--- src/rtl/id_instr_queue.sv ---
// id_instr_queue: DEPTH-entry show-ahead FIFO sitting between fetch and decode.
// Each entry carries {instr, pc, btb target, taken bit}. Fetch pushes with a
// valid/ready handshake; decode pops the head the same way. A branch redirect
// (flush_i) empties the queue in one cycle and discards that cycle's push.
module id_instr_queue #(
    parameter int unsigned XLEN      = 32,
    parameter int unsigned DEPTH     = 4,
    parameter logic [31:0] NOP_INSTR = 32'h0000_0013
) (
    input  logic                       clk_i,
    input  logic                       rst_i,
    input  logic                       flush_i,
    input  logic                       push_valid_i,
    output logic                       push_ready_o,
    input  logic [31:0]                instr_i,
    input  logic [XLEN-1:0]            pc_i,
    input  logic [XLEN-1:0]            btb_pc_i,
    input  logic                       pred_taken_i,
    output logic                       pop_valid_o,
    input  logic                       pop_ready_i,
    output logic [31:0]                instr_o,
    output logic [XLEN-1:0]            pc_o,
    output logic [XLEN-1:0]            btb_pc_o,
    output logic                       pred_taken_o,
    output logic [$clog2(DEPTH):0]     count_o
);

    localparam int unsigned AW = $clog2(DEPTH);
    localparam int unsigned CW = AW + 1;

    typedef struct packed {
        logic [31:0]     instr;
        logic [XLEN-1:0] pc;
        logic [XLEN-1:0] btb_pc;
        logic            taken;
    } entry_t;

    // Storage is deliberately left unreset; occupancy alone decides validity.
    entry_t        mem [DEPTH];
    logic [AW-1:0] wr_ptr;
    logic [AW-1:0] rd_ptr;
    logic [CW-1:0] count;

    logic   full;
    logic   empty;
    logic   push_fire;
    logic   pop_fire;
    entry_t wr_entry;
    entry_t head;

    // Ready/valid come only from occupancy, so there is no path from
    // pop_ready_i to push_ready_o or from push_valid_i to pop_valid_o.
    assign full         = (count == CW'(DEPTH));
    assign empty        = (count == '0);
    assign push_ready_o = ~full;
    assign pop_valid_o  = ~empty;
    assign push_fire    = push_valid_i & ~full;
    assign pop_fire     = pop_ready_i & ~empty;
    assign count_o      = count;

    assign wr_entry = '{instr:  instr_i,
                        pc:     pc_i,
                        btb_pc: btb_pc_i,
                        taken:  pred_taken_i};

    // Write the offered bundle into the tail slot; a flushed push is dropped.
    always_ff @(posedge clk_i) begin
        if (push_fire && !flush_i) begin
            mem[wr_ptr] <= wr_entry;
        end
    end

    // Pointer and occupancy bookkeeping; flush beats push and pop.
    always_ff @(posedge clk_i or posedge rst_i) begin
        if (rst_i) begin
            wr_ptr <= '0;
            rd_ptr <= '0;
            count  <= '0;
        end else if (flush_i) begin
            wr_ptr <= '0;
            rd_ptr <= '0;
            count  <= '0;
        end else begin
            if (push_fire) wr_ptr <= wr_ptr + 1'b1;
            if (pop_fire)  rd_ptr <= rd_ptr + 1'b1;
            case ({push_fire, pop_fire})
                2'b10:   count <= count + 1'b1;
                2'b01:   count <= count - 1'b1;
                default: count <= count;
            endcase
        end
    end

    // Show-ahead head, forced to a harmless NOP bundle while empty.
    always_comb begin
        head         = mem[rd_ptr];
        instr_o      = NOP_INSTR;
        pc_o         = '0;
        btb_pc_o     = '0;
        pred_taken_o = 1'b0;
        if (!empty) begin
            instr_o      = head.instr;
            pc_o         = head.pc;
            btb_pc_o     = head.btb_pc;
            pred_taken_o = head.taken;
        end
    end

endmodule

--- config.mk ---
export PLATFORM = sky130hd
export DESIGN_NAME = id_instr_queue
export DESIGN_NICKNAME = d
export VERILOG_FILES = /design/src/rtl/id_instr_queue.sv
export SDC_FILE = /design/constraint.sdc
export NUM_CORES = 1
export LEC_CHECK = 0
export ABC_CLOCK_PERIOD_IN_PS = 6700
export CAP_MARGIN = 20
export CORE_ASPECT_RATIO = 1.4
export CORE_MARGIN = 5
export CORE_UTILIZATION = 50
export DETAILED_ROUTE_END_ITERATION = 8
export GPL_ROUTABILITY_DRIVEN = 0
export GPL_TIMING_DRIVEN = 0
export PLACE_DENSITY = 0.71
export SLEW_MARGIN = 30
export SYNTH_ARGS = -nofsm -noshare
export SYNTH_HDL_FRONTEND = slang
export SYNTH_SLANG_ARGS = --single-unit
export TNS_END_PERCENT = 1
--- constraint.sdc ---
create_clock -name clk_i -period 6.7 [get_ports clk_i]
set_input_delay 1.34 -clock clk_i [delete_from_list [all_inputs] [get_ports clk_i]]
set_output_delay 1.34 -clock clk_i [all_outputs]
set_load 0.01 [all_outputs]
# --- After elaboration in Yosys (flattened, before gate mapping) ---
# Memories as Yosys holds them, arrays and structs flattened.
# Index checks and enable logic that the tools add are counted.
word_totals:
  reg_bits: 7
  latchBits: 0
  mem_bits_rw: 388
  rom_bits: 0
  inputBits: 102
  out_inout_bits: 102
  elab_cells: 33
  memories: 1
classes:
  n_addsub: 4
  multipliers: 0
  n_div: 0
  magnitude_cmp: 0
  n_eq_ne: 3
  shifts: 0
  mux: 12
  bitwise: 4
  reduce_logical: 6
mem_list:
  columns: ["memory", "depth", "width", "rd", "rd_ports_with_merged_regs", "write_ports", "line_no", "rtl"]
  rows:
  - ["mem", 4, 97, 1, 0, 1, "39", "entry_t mem [DEPTH];"]
op_table:
  columns: ["op", "n"]
  rows:
  - ["$mux 32", 3]
  - ["$mux 2", 4]
  - ["$pmux 3 s2", 1]
  - ["$add 2x1->2 const B", 2]
  - ["$reduce_bool 2->1", 2]
  - ["$add 3x1->3 const B", 1]
  - ["$eq 3x3->1 const B", 1]
  - ["$logic_not 3->1", 1]
  - ["$mux 1", 3]
  - ["$mux 3", 1]
  - ["$reduce_bool 3->1", 1]
  - ["$sub 3x1->3 const B", 1]
  - ["$and 1x1->1", 2]
  - ["$eq 2x1->1 const B", 1]
  - ["$eq 2x2->1 const B", 1]
  - ["$not 1->1", 2]
  - ["$logic_and 1x1->1", 1]
  - ["$logic_not 1->1", 1]

# --- Logic depth before layout (Yosys ltp) ---
# Gate-level depths: netlist (run 1).
depth:
  word_depth: 6
  mapped_depth: 11
  ltp_nobuf: 10

# --- Least setup slack after synthesis (run 1) ---
# Ideal clock, no wire load.
synth_path:
  path_kind: "input port to flip-flop"
  startpoint: "input push_valid_i"
  endpoint: "memory mem[0][0] (netlist bit), enable pin"
  setup_ns: 0.467
  t_arrival_ns: 4.174
  required_ns: 6.233
  path_slack_ns: 2.059
  path_stages: 4
  path_buffers: 1
  path_cell_list: "clkbuf_1 > nand2_1 > nor2_1 > and2_1"
synth_between:
  elab_chain_cells: 4
synth_lines:
  columns: ["item", "line_no", "rtl"]
  rows:
  - ["start: declaration", "13", "input logic push_valid_i,"]
  - ["$and 1x1->1", "57", "assign push_fire = push_valid_i & ~full;"]
  - ["$logic_and 1x1->1", "68", "if (push_fire && !flush_i) begin"]
  - ["$mux 1", "68", null]
  - ["$mux 1 (implied by the code)", "69", "mem[wr_ptr] <= wr_entry;"]
  - ["end: declaration", "39", null]
# Every way passes these cells.

# --- Final worst setup path (run 1) ---
layout_path:
  startpoint: "register count[0] (netlist: count_o[0])"
  endpoint: "output instr_o[18]"
layout_between:
  elab_chain_cells: 2
layout_lines:
  columns: ["item", "line_no", "rtl"]
  rows:
  - ["start: declaration", "42", "logic [CW-1:0] count;"]
  - ["start signal: assignment", "87", "2'b10: count <= count + 1'b1;"]
  - ["start signal: assignment", "88", "2'b01: count <= count - 1'b1;"]
  - ["start signal: assignment", "89", "default: count <= count;"]
  - ["$logic_not 3->1", "54", "assign empty = (count == '0);"]
  - ["$mux 32", "101", "if (!empty) begin"]
  - ["end: declaration", "21", "output logic [31:0] instr_o,"]
# Every way passes these cells.

==> impl_metrics.py, run 1 <==
metrics = {
    "status": {
        "status": "completed",
    },
    "sta": {
        "period_minus_slack_ns": 4.407,
        "finalCritPeriodShare": 0.6577,
        "fmax_mhz": 226.9,
        "grt_setup_unrepaired": "false",
        "maxSlewHeadroom": 0.5331,
        "setup_slack_ns": 2.293,
        "fin_skew_ns": 0.007776,
        "setup_viol": 0,
        "drv_slew": 0,
        "worstMarginPinSlew_ns": 0.7004,
        "hold_viol_final": 0,
        "finalSetupTns_ns": 0,
    },
    "final_layout": {
        "final_core_util": 0.6352,
        "stdcell_area_mm2": 0.01901,
        "area_delta_synth_final_pct": 25.53,
        "nNetsFinal": 1037,
        "n_antenna_cell": 0,
        "fill_cells": 2086,
        "drive_above_1_share": 0.1857,
    },
    "grt": {
        "grt_pass1_vias": 7968,
        "grt_overflow": 0,
        "grt_pass1_wl_um": 44990,
        "antenna_found_initial": 2,
        "track_usage": 0.1741,
        "grt_max_degree": 40,
    },
    "placement": {
        "pre_cts_ws_ns": 2.735,
        "dp_hpwl_um": 18900,
        "portBuffers": 202,
        "place_area_mm2": 0.01787,
    },
    "power_and_ir_drop": {
        "p_per_area_mw_per_mm2": 312.8,
        "power_uw": 5947,
        "ir_drop_v": 0.0002792,
        "leakagePower_uw": 0.006047,
    },
    "cts": {
        "post_cts_resized": 0,
        "numClockSinks": 395,
        "numCtsBuffers": 37,
        "htreeDepth": 2,
        "cts_buffer_depth": 3,
        "clock_latency_ns": 0.50,
        "cts_root_buf": "clkbuf_16",
        "post_cts_buffers": 0,
        "tritoncts": "done",
        "cts.hold.buffers_added": 0,
        "path_clk_slew_ns": 0.06,
    },
    "synth": {
        "ys_seq_area_frac": 0.7808,
        "syn_inst": 679,
        "syn-num-nets": 786,
        "yosys_warnings": 0,
        "synth.avg_cell_area_um2": 22.31,
        "syn_area_mm2": 0.01515,
        "ys_ff_latch": 395,
        "yosysUniqueCellTypes": 31,
    },
    "setup_path": {
        "worstPathMaxFanout": 10,
        "crit_arrival_ns": 3.07,
        "worstSetupEndpointType": "primary output",
        "worstPathRequired_ns": 5.36,
        "worst-setup-path-type": "register to primary output",
        "startpoint_type": "register",
        "r2r_slack_ns": 4.09,
    },
    "routing": {
        "drcViolationCount": 0,
        "viasPerCell": 5.423,
        "first_iter_violations": 281,
        "post_drt_wl_per_cell_um": 21.76,
        "drtPass1Iterations": 4,
        "drt_wl_total_um": 29110,
        "dr_total_vias": 7256,
        "ant_nets": 0,
    },
    "floorplanning": {
        "row_count": 75,
        "ios": 204,
        "die_h_um": 215.9,
        "die_w_um": 157.1,
        "core_area_mm2": 0.02994,
        "die_area_mm2": 0.03392,
        "start_util": 0.5060,
    },
    "min_path": {
        "hold_class": "register to register",
    },
    "flow_run": {
        "cap_violations": 0,
    },
}
## stage by stage
step           cells  hold WS [ns]
6_report        1338        0.5915
2_1_floorplan    679        0.5425
3_5_place_dp    1276        0.5695
5_1_grt         1338        0.6128
3_3_place_gp    1266        0.5652
4_1_cts         1338        0.5940
## per-layer routing
layer,global-route usage,vias to the layer above,wire [µm]
met5,0,-,26
met3,0.04569,48,1963
li1,-,3259,-
met1,0.2072,3742,10840
met2,0.3110,203,15640
met4,0.05050,4,643
## cell families (layout without fill, tap and decap cells)
group           after synthesis  after routing  synth area share
flops                       395            395            0.7808
simple gates                129            129           0.05081
mux                          98             98            0.1450
buf+inv                      39            313           0.01289
compound gates                9              9          0.003552
fa+ha+maj                     5              5          0.004626
xor+xnor                      4              4          0.002314
## layout make-up
cell class,count,area (µm²),area share
Inverter,4,15.01,0.0007897
Sequential cell,395,11830,0.6220
Tap cell,385,481.7,0.02534
Multi-Input combinational cell,245,3134,0.1648
Buffer,35,180.2,0.009476
Timing Repair Buffer,212,2237,0.1177
Clock buffer,46,959.7,0.05047
Clock inverter,16,178.9,0.009410
## worst max-delay path, cell delays in order (launching register included)
cell	delay (ns)
dfrtp_1	0.51
or2_1	0.23
nor2_2	0.07
inv_1	0.34
buf_4	0.26
clkbuf_1	0.38
and2_1	0.22
clkdlybuf4s50_1	0.54
## cell usage in the layout (no fill, tap or decap), types with 2 or more instances in the layout
| cell type | n |
|---|---|
| o21ai_0 | 3 |
| nand2_1 | 6 |
| mux4_2 | 97 |
| nor2_1 | 9 |
| clkinv_2 | 4 |
| clkinv_1 | 6 |
| and2_4 | 4 |
| nand3_1 | 4 |
| buf_16 | 2 |
| or2_1 | 4 |
| inv_1 | 4 |
| clkdlybuf4s50_1 | 202 |
| nor3_1 | 2 |
| buf_8 | 2 |
| clkbuf_1 | 28 |
| buf_12 | 8 |
| buf_2 | 12 |
| a21oi_1 | 3 |
| ha_1 | 4 |
| xor2_1 | 2 |
| clkbuf_16 | 37 |
| xnor2_1 | 2 |
| edfxtp_1 | 388 |
| bufinv_16 | 4 |
| dfrtp_1 | 7 |
| and2_1 | 94 |
## sequential cells by signal, indices dropped and copies added (netlist names)
register	count
mem	388
count_o	3
rd_ptr	2
wr_ptr	2
## worst paths after layout
check                      startpoint           to  depth (start not counted)
max                        count_o[0]  instr_o[18]                          7
min reg2reg                 wr_ptr[1]    wr_ptr[1]                          2
min                         wr_ptr[1]    wr_ptr[1]                          2
max reg2reg                count_o[1]   count_o[2]                         10
max in group asynchronous       rst_i    rd_ptr[1]                          2
min in group asynchronous       rst_i   count_o[0]                          2
## power by group
group / switching [µW] / internal [µW] / total (µW) / leakage, µW
Combinational: 508 / 620 / 1130 / 0.00188
Clock: 812 / 1170 / 1980 / 0.000553
Sequential: 25.6 / 2810 / 2840 / 0.00362
## cell usage after synthesis (all sizes together)
| master | instances | area, µm² |
|---|---|---|
| ha | 4 | 50.05 |
| buf | 16 | 108.9 |
| a31oi | 1 | 6.260 |
| nand3 | 4 | 20.02 |
| nand4b | 1 | 8.760 |
| or2 | 4 | 25.02 |
| nand2 | 6 | 22.52 |
| edfxtp | 388 | 11650 |
| o21ai | 3 | 15.01 |
| inv | 4 | 15.01 |
| nor2 | 10 | 40.04 |
| a21oi | 3 | 15.01 |
| nor3 | 2 | 10.01 |
| mux2 | 1 | 11.26 |
| xor2 | 2 | 17.52 |
| and2 | 98 | 613.1 |
| or3b | 2 | 17.52 |
| clkbuf | 19 | 71.32 |
| fa | 1 | 20.02 |
| mux4 | 97 | 2185 |
| o221ai | 1 | 8.760 |
| or3 | 1 | 6.260 |
| nand2b | 1 | 6.260 |
| xnor2 | 2 | 17.52 |
| a41oi | 1 | 8.760 |
| dfrtp | 7 | 175.2 |
Note: power is estimated with default switching activity, not from simulation.
==> run 2: changes to the inputs <==
Settings changed: ABC_CLOCK_PERIOD_IN_PS 6700 to 3800, CORE_UTILIZATION 50 to 49, PLACE_DENSITY 0.71 to 0.72.
Clock period 6.7 ns to 3.8 ns, I/O delays scaled along.
==> run 2 against run 1 <==
Net effect: worst hold slack got worse by 0.10 ns; setup slack got worse by 2.1 ns; sequential share of layout area shrank 0.13 points; clock-buffer cell count shrank 1; total power rose by 78%; highest routed layer is now met4.
==> impl_metrics.py, run 2 (synthesis results as in run 1) <==
metrics = {
    "cts": {
        "cts_buffer_depth": 3,
        "htreeDepth": 2,
        "clock_latency_ns": 0.53,
        "numCtsBuffers": 37,
        "path_clk_slew_ns": 0.06,
        "cts_root_buf": "clkbuf_16",
        "numClockSinks": 395,
        "tritoncts": "done",
    },
    "status": {
        "status": "completed",
    },
    "setup_path": {
        "startpoint_type": "register",
        "crit_buf_inv": 4,
        "critical_path.top_delay_family": "buffers and inverters",
        "crit_arrival_ns": 2.80,
        "worstPathRequired_ns": 3.04,
        "worstPathMaxFanout": 10,
        "worstSetupEndpointType": "primary output",
        "worst-setup-path-type": "register to primary output",
        "crit_chain": "buf_2 > buf_2 > buf_2 > mux4_2 > and2_1 > clkdlybuf4s50_1",
        "slowest_stage": "clkdlybuf4s50_1",
        "cpMostUsedCell": "buf_2",
        "slowest_delay_ns": 0.49,
    },
    "sta": {
        "finalSetupTns_ns": 0,
        "maxSlewHeadroom": 0.5463,
        "grt_setup_unrepaired": "false",
        "hold_ws_ns": 0.4868,
        "setup_viol": 0,
        "fmax_mhz": 280.8,
        "fin_skew_ns": 0.02480,
        "hold_viol_final": 0,
        "finalCritPeriodShare": 0.9373,
        "worstMarginPinSlew_ns": 0.6806,
        "drv_slew": 0,
        "period_minus_slack_ns": 3.562,
    },
    "floorplanning": {
        "die_area_mm2": 0.03457,
        "row_count": 76,
        "start_util": 0.4946,
        "die_h_um": 218.0,
        "ios": 204,
        "core_area_mm2": 0.03062,
        "die_w_um": 158.6,
    },
    "grt": {
        "grt_overflow": 0,
        "track_usage": 0.1766,
        "grt_pass1_wl_um": 46270,
        "grt_max_degree": 40,
        "grt_pass1_vias": 7957,
        "antenna_found_initial": 1,
    },
    "power_and_ir_drop": {
        "power_uw": 10610,
        "p_per_area_mw_per_mm2": 556.8,
        "leakagePower_uw": 0.006076,
        "ir_drop_v": 0.0004000,
    },
    "final_layout": {
        "drive_above_1_share": 0.1925,
        "fill_cells": 2142,
        "largest_register_ffs": 388,
        "nNetsFinal": 1035,
        "regArea_mm2": 0.01183,
        "final_core_util": 0.6222,
        "stdcell_area_mm2": 0.01905,
        "multi_input_area_mm2": 0.003134,
        "final_cell_mix": "388 x edfxtp_1, 202 x clkdlybuf4s50_1, 97 x mux4_2",
        "top_register": "mem",
        "area_delta_synth_final_pct": 25.79,
        "final_common_cell": "edfxtp_1",
    },
    "routing": {
        "drt_wl_total_um": 29820,
        "drtPass1Iterations": 4,
        "first_iter_violations": 338,
        "viasPerCell": 5.428,
        "ant_nets": 0,
        "dr_total_vias": 7312,
        "drcViolationCount": 0,
        "post_drt_wl_per_cell_um": 22.13,
    },
    "min_path": {
        "hold_class": "input pin to async pin",
    },
    "flow_run": {
        "cap_violations": 0,
    },
    "placement": {
        "place_area_mm2": 0.01786,
        "dp_hpwl_um": 19450,
        "portBuffers": 202,
    },
}
-- run 2: power breakdown --
part / total (µW) / switching [µW] / internal [µW]
Combinational: 2000 / 906 / 1100
Clock: 3600 / 1520 / 2080
Sequential: 5010 / 45.4 / 4960
Total: 10600 / 2470 / 8140
-- run 2: what timing repair did --
action,in CTS,in global routing
hold buffers,0,0
pin swaps,0,0
endpoints found under the hold margin,0,0
setup endpoints to repair,30,29
resized for setup,3,1
buffers inserted,0,0
-- run 2: path summary, 6_finish.rpt --
| path | slack [ns] | start | depth (start not counted) | endpoint |
|---|---|---|---|---|
| setup / recovery | 0.24 | rd_ptr[1] | 6 | instr_o[7] |
| setup reg to reg | 1.31 | count_o[0] | 10 | count_o[2] |
| hold reg to reg | 0.58 | wr_ptr[1] | 2 | wr_ptr[1] |
| min in group clk_i | 0.58 | wr_ptr[1] | 2 | wr_ptr[1] |
| hold / removal | 0.49 | rst_i | 2 | wr_ptr[1] |
| max in group asynchronous | 3.10 | rst_i | 2 | count_o[1] |
-- run 2: through the flow --
stage | instances | worst slack, ns
3_3_place_gp | 1271 | -2.757
4_1_cts | 1346 | 0.03110
6_report | 1347 | 0.2384
2_1_floorplan | 679 | -0.2607
5_1_grt | 1347 | 0.06749
3_5_place_dp | 1279 | 0.4525
-- run 2: layout make-up --
cell class / instances / share of cell area
antenna: 1 / 0.0001313
buffer: 35 / 0.009654
clock buffer: 45 / 0.05241
clock inverter: 22 / 0.009654
inverter: 4 / 0.0007881
multi-input combinational: 245 / 0.1645
sequential: 395 / 0.6207
tap: 390 / 0.02561
timing repair buffer: 210 / 0.1165
-- run 2: layer usage --
layer	routed length, µm	track usage	up-vias	part of all wire
met5	0	0	-	0
met4	719	0.05349	0	0.024
met3	1786	0.03633	53	0.060
met2	16090	0.3154	207	0.54
met1	11220	0.2148	3781	0.38
li1	-	-	3271	-
-- run 2: worst reg2reg max path, cell delays in order (launching register included) --
cell and delay (ns):
dfrtp_1 0.48, or2_1 0.31, nor2_2 0.22, inv_2 0.15
buf_4 0.21, nand2_1 0.12, a21oi_1 0.07, fa_1 0.42
nand2_1 0.12, o221ai_1 0.13, a31oi_1 0.18
==> run 3: changes to the inputs <==
Settings changed: CORE_ASPECT_RATIO 1.4 to 1.5.
==> run 3 against run 2 <==
Net effect: clock-buffer cell count is 6 lower; setup slack worse by 0.017 ns; combinational power hardly changed; sequential power hardly changed; die area hardly changed; fmax is 0.47% lower; utilization is 0.11 points lower; via count is 0.55% lower; total power hardly changed; critical endpoint is now pc_o[20]; largest power group unchanged.
==> impl_metrics.py, run 3 (synthesis results as in run 1) <==
metrics = {
    "grt": {
        "grt_pass1_wl_um": 45440,
        "track_usage": 0.1714,
        "grt_pass1_vias": 7995,
        "grt_max_degree": 41,
        "grt_overflow": 0,
        "antenna_found_initial": 2,
    },
    "setup_path": {
        "worstSetupEndpointType": "primary output",
        "worstPathMaxFanout": 10,
        "worst_r2r_path_depth": 10,
        "worst-setup-path-type": "register to primary output",
        "timing.rr.start": "count_o[0]",
        "worstPathRequired_ns": 3.04,
        "r2r-end": "count_o[2]",
        "r2r_slack_ns": 1.30,
        "startpoint_type": "register",
        "crit_arrival_ns": 2.82,
    },
    "routing": {
        "post_drt_wl_per_cell_um": 21.75,
        "drtPass1Iterations": 5,
        "first_iter_violations": 354,
        "ant_nets": 0,
        "dr_total_vias": 7272,
        "viasPerCell": 5.343,
        "drcViolationCount": 0,
        "drt_wl_total_um": 29600,
    },
    "floorplanning": {
        "die_w_um": 153.6,
        "die_h_um": 225.3,
        "ios": 204,
        "die_area_mm2": 0.03460,
        "start_util": 0.4927,
        "core_area_mm2": 0.03074,
        "row_count": 79,
    },
    "cts": {
        "numClockSinks": 395,
        "cts_buffer_depth": 3,
        "htreeDepth": 2,
        "numCtsBuffers": 36,
        "cts.hold.buffers_added": 0,
        "tritoncts": "done",
        "cts_root_buf": "clkbuf_16",
        "clock_latency_ns": 0.51,
        "path_clk_slew_ns": 0.07,
    },
    "min_path": {
        "hold_class": "input pin to async pin",
    },
    "power_and_ir_drop": {
        "internal_power_uw": 8178,
        "power_uw": 10610,
        "ir_drop_v": 0.0004186,
        "swShare": 0.2294,
        "leakagePower_uw": 0.006061,
        "p_per_area_mw_per_mm2": 555.8,
        "pwr-share-clk": 0.339,
        "p_sw_uw": 2435,
        "seqPwrFrac": 0.472,
        "p_comb_frac": 0.190,
    },
    "final_layout": {
        "largest_register_ffs": 388,
        "final_common_cell": "edfxtp_1",
        "drive_above_1_share": 0.1895,
        "nNetsFinal": 1036,
        "stdcell_area_mm2": 0.01909,
        "top_register": "mem",
        "final_cell_mix": "388 x edfxtp_1, 202 x clkdlybuf4s50_1, 97 x mux4_2",
        "area_delta_synth_final_pct": 26.06,
        "regArea_mm2": 0.01183,
        "fill_cells": 2173,
        "multi_input_area_mm2": 0.003139,
    },
    "sta": {
        "setup_viol": 0,
        "finalCritPeriodShare": 0.9417,
        "grt_setup_unrepaired": "false",
        "period_minus_slack_ns": 3.578,
        "setup_slack_ns": 0.2217,
        "fmax_mhz": 279.5,
        "maxSlewHeadroom": 0.5539,
        "hold_viol_final": 0,
        "fin_skew_ns": 0.007837,
        "drv_slew": 0,
        "worstMarginPinSlew_ns": 0.6691,
    },
    "placement": {
        "place_area_mm2": 0.01789,
        "portBuffers": 202,
        "dp_hpwl_um": 19320,
        "pre_cts_ws_ns": 0.3525,
    },
    "flow_run": {
        "cap_violations": 0,
    },
    "status": {
        "status": "completed",
    },
}
==> run 3: worst max-delay path by stage <==
stage	startpoint	to	slack, ns
finish	count_o[0]	pc_o[20]	0.22
CTS	count_o[0]	pc_o[20]	0.08
floorplan	push_valid_i	mem[1][0]	-0.26
global placement	push_valid_i	mem[1][81]	-2.83
detailed placement	count_o[0]	pc_o[20]	0.35
global route	count_o[0]	pc_o[25]	0.001
==> run 3: power by group through the flow <==
stage / Clock, µW / Sequential, µW / Combinational [µW]
finish: 3600 / 5010 / 2010
global route: 3880 / 5020 / 2170
CTS: 3680 / 5010 / 2070
detailed placement: 0 / 5100 / 2050
global placement: 0 / 5110 / 2000
floorplan: 0 / 5100 / 1040
==> run 3: layer usage <==
metal,global-route usage,part of all wire,vias up,wire length [µm]
li1,-,-,3259,-
met1,0.1972,0.37,3778,10960
met2,0.3157,0.55,186,16260
met3,0.04553,0.058,47,1720
met4,0.04875,0.022,2,651
met5,0,0.00044,-,13
==> run 3: final cells by class <==
cell class	instances	area share
Tap cell	405	0.02654
Sequential cell	395	0.6194
Clock inverter	25	0.01284
Timing Repair Buffer	212	0.1173
Multi-Input combinational cell	245	0.1644
Inverter	4	0.0009830
Clock buffer	39	0.04889
Buffer	35	0.009502
Antenna cell	1	0.0001311
==> run 3: repair_timing <==
item	in CTS	in global routing
endpoints found under the setup margin	30	1
hold endpoints to repair	0	0
resized for setup	2	2
buffers inserted	1	0
pin swaps	0	0
==> run 3: through the flow <==
stage	TNS, ns	instances	utilization	hold slack [ns]
3_5_place_dp	0	1295	0.5821	0.5866
6_report	0	1361	0.6211	0.4866
3_3_place_gp	-884.72	1286	0.5750	0.5689
4_1_cts	0	1360	0.6210	0.4696
5_1_grt	0	1360	0.6210	0.4883
2_1_floorplan	-75.88	679	-	0.5425
==> run 3: worst max-delay path, stage by stage (launching register included) <==
cell,delay [ns]
dfrtp_1,0.48
or2_1,0.33
nor2_4,0.19
clkinvlp_4,0.16
buf_4,0.20
clkbuf_1,0.23
and2_1,0.20
clkdlybuf4s50_1,0.51
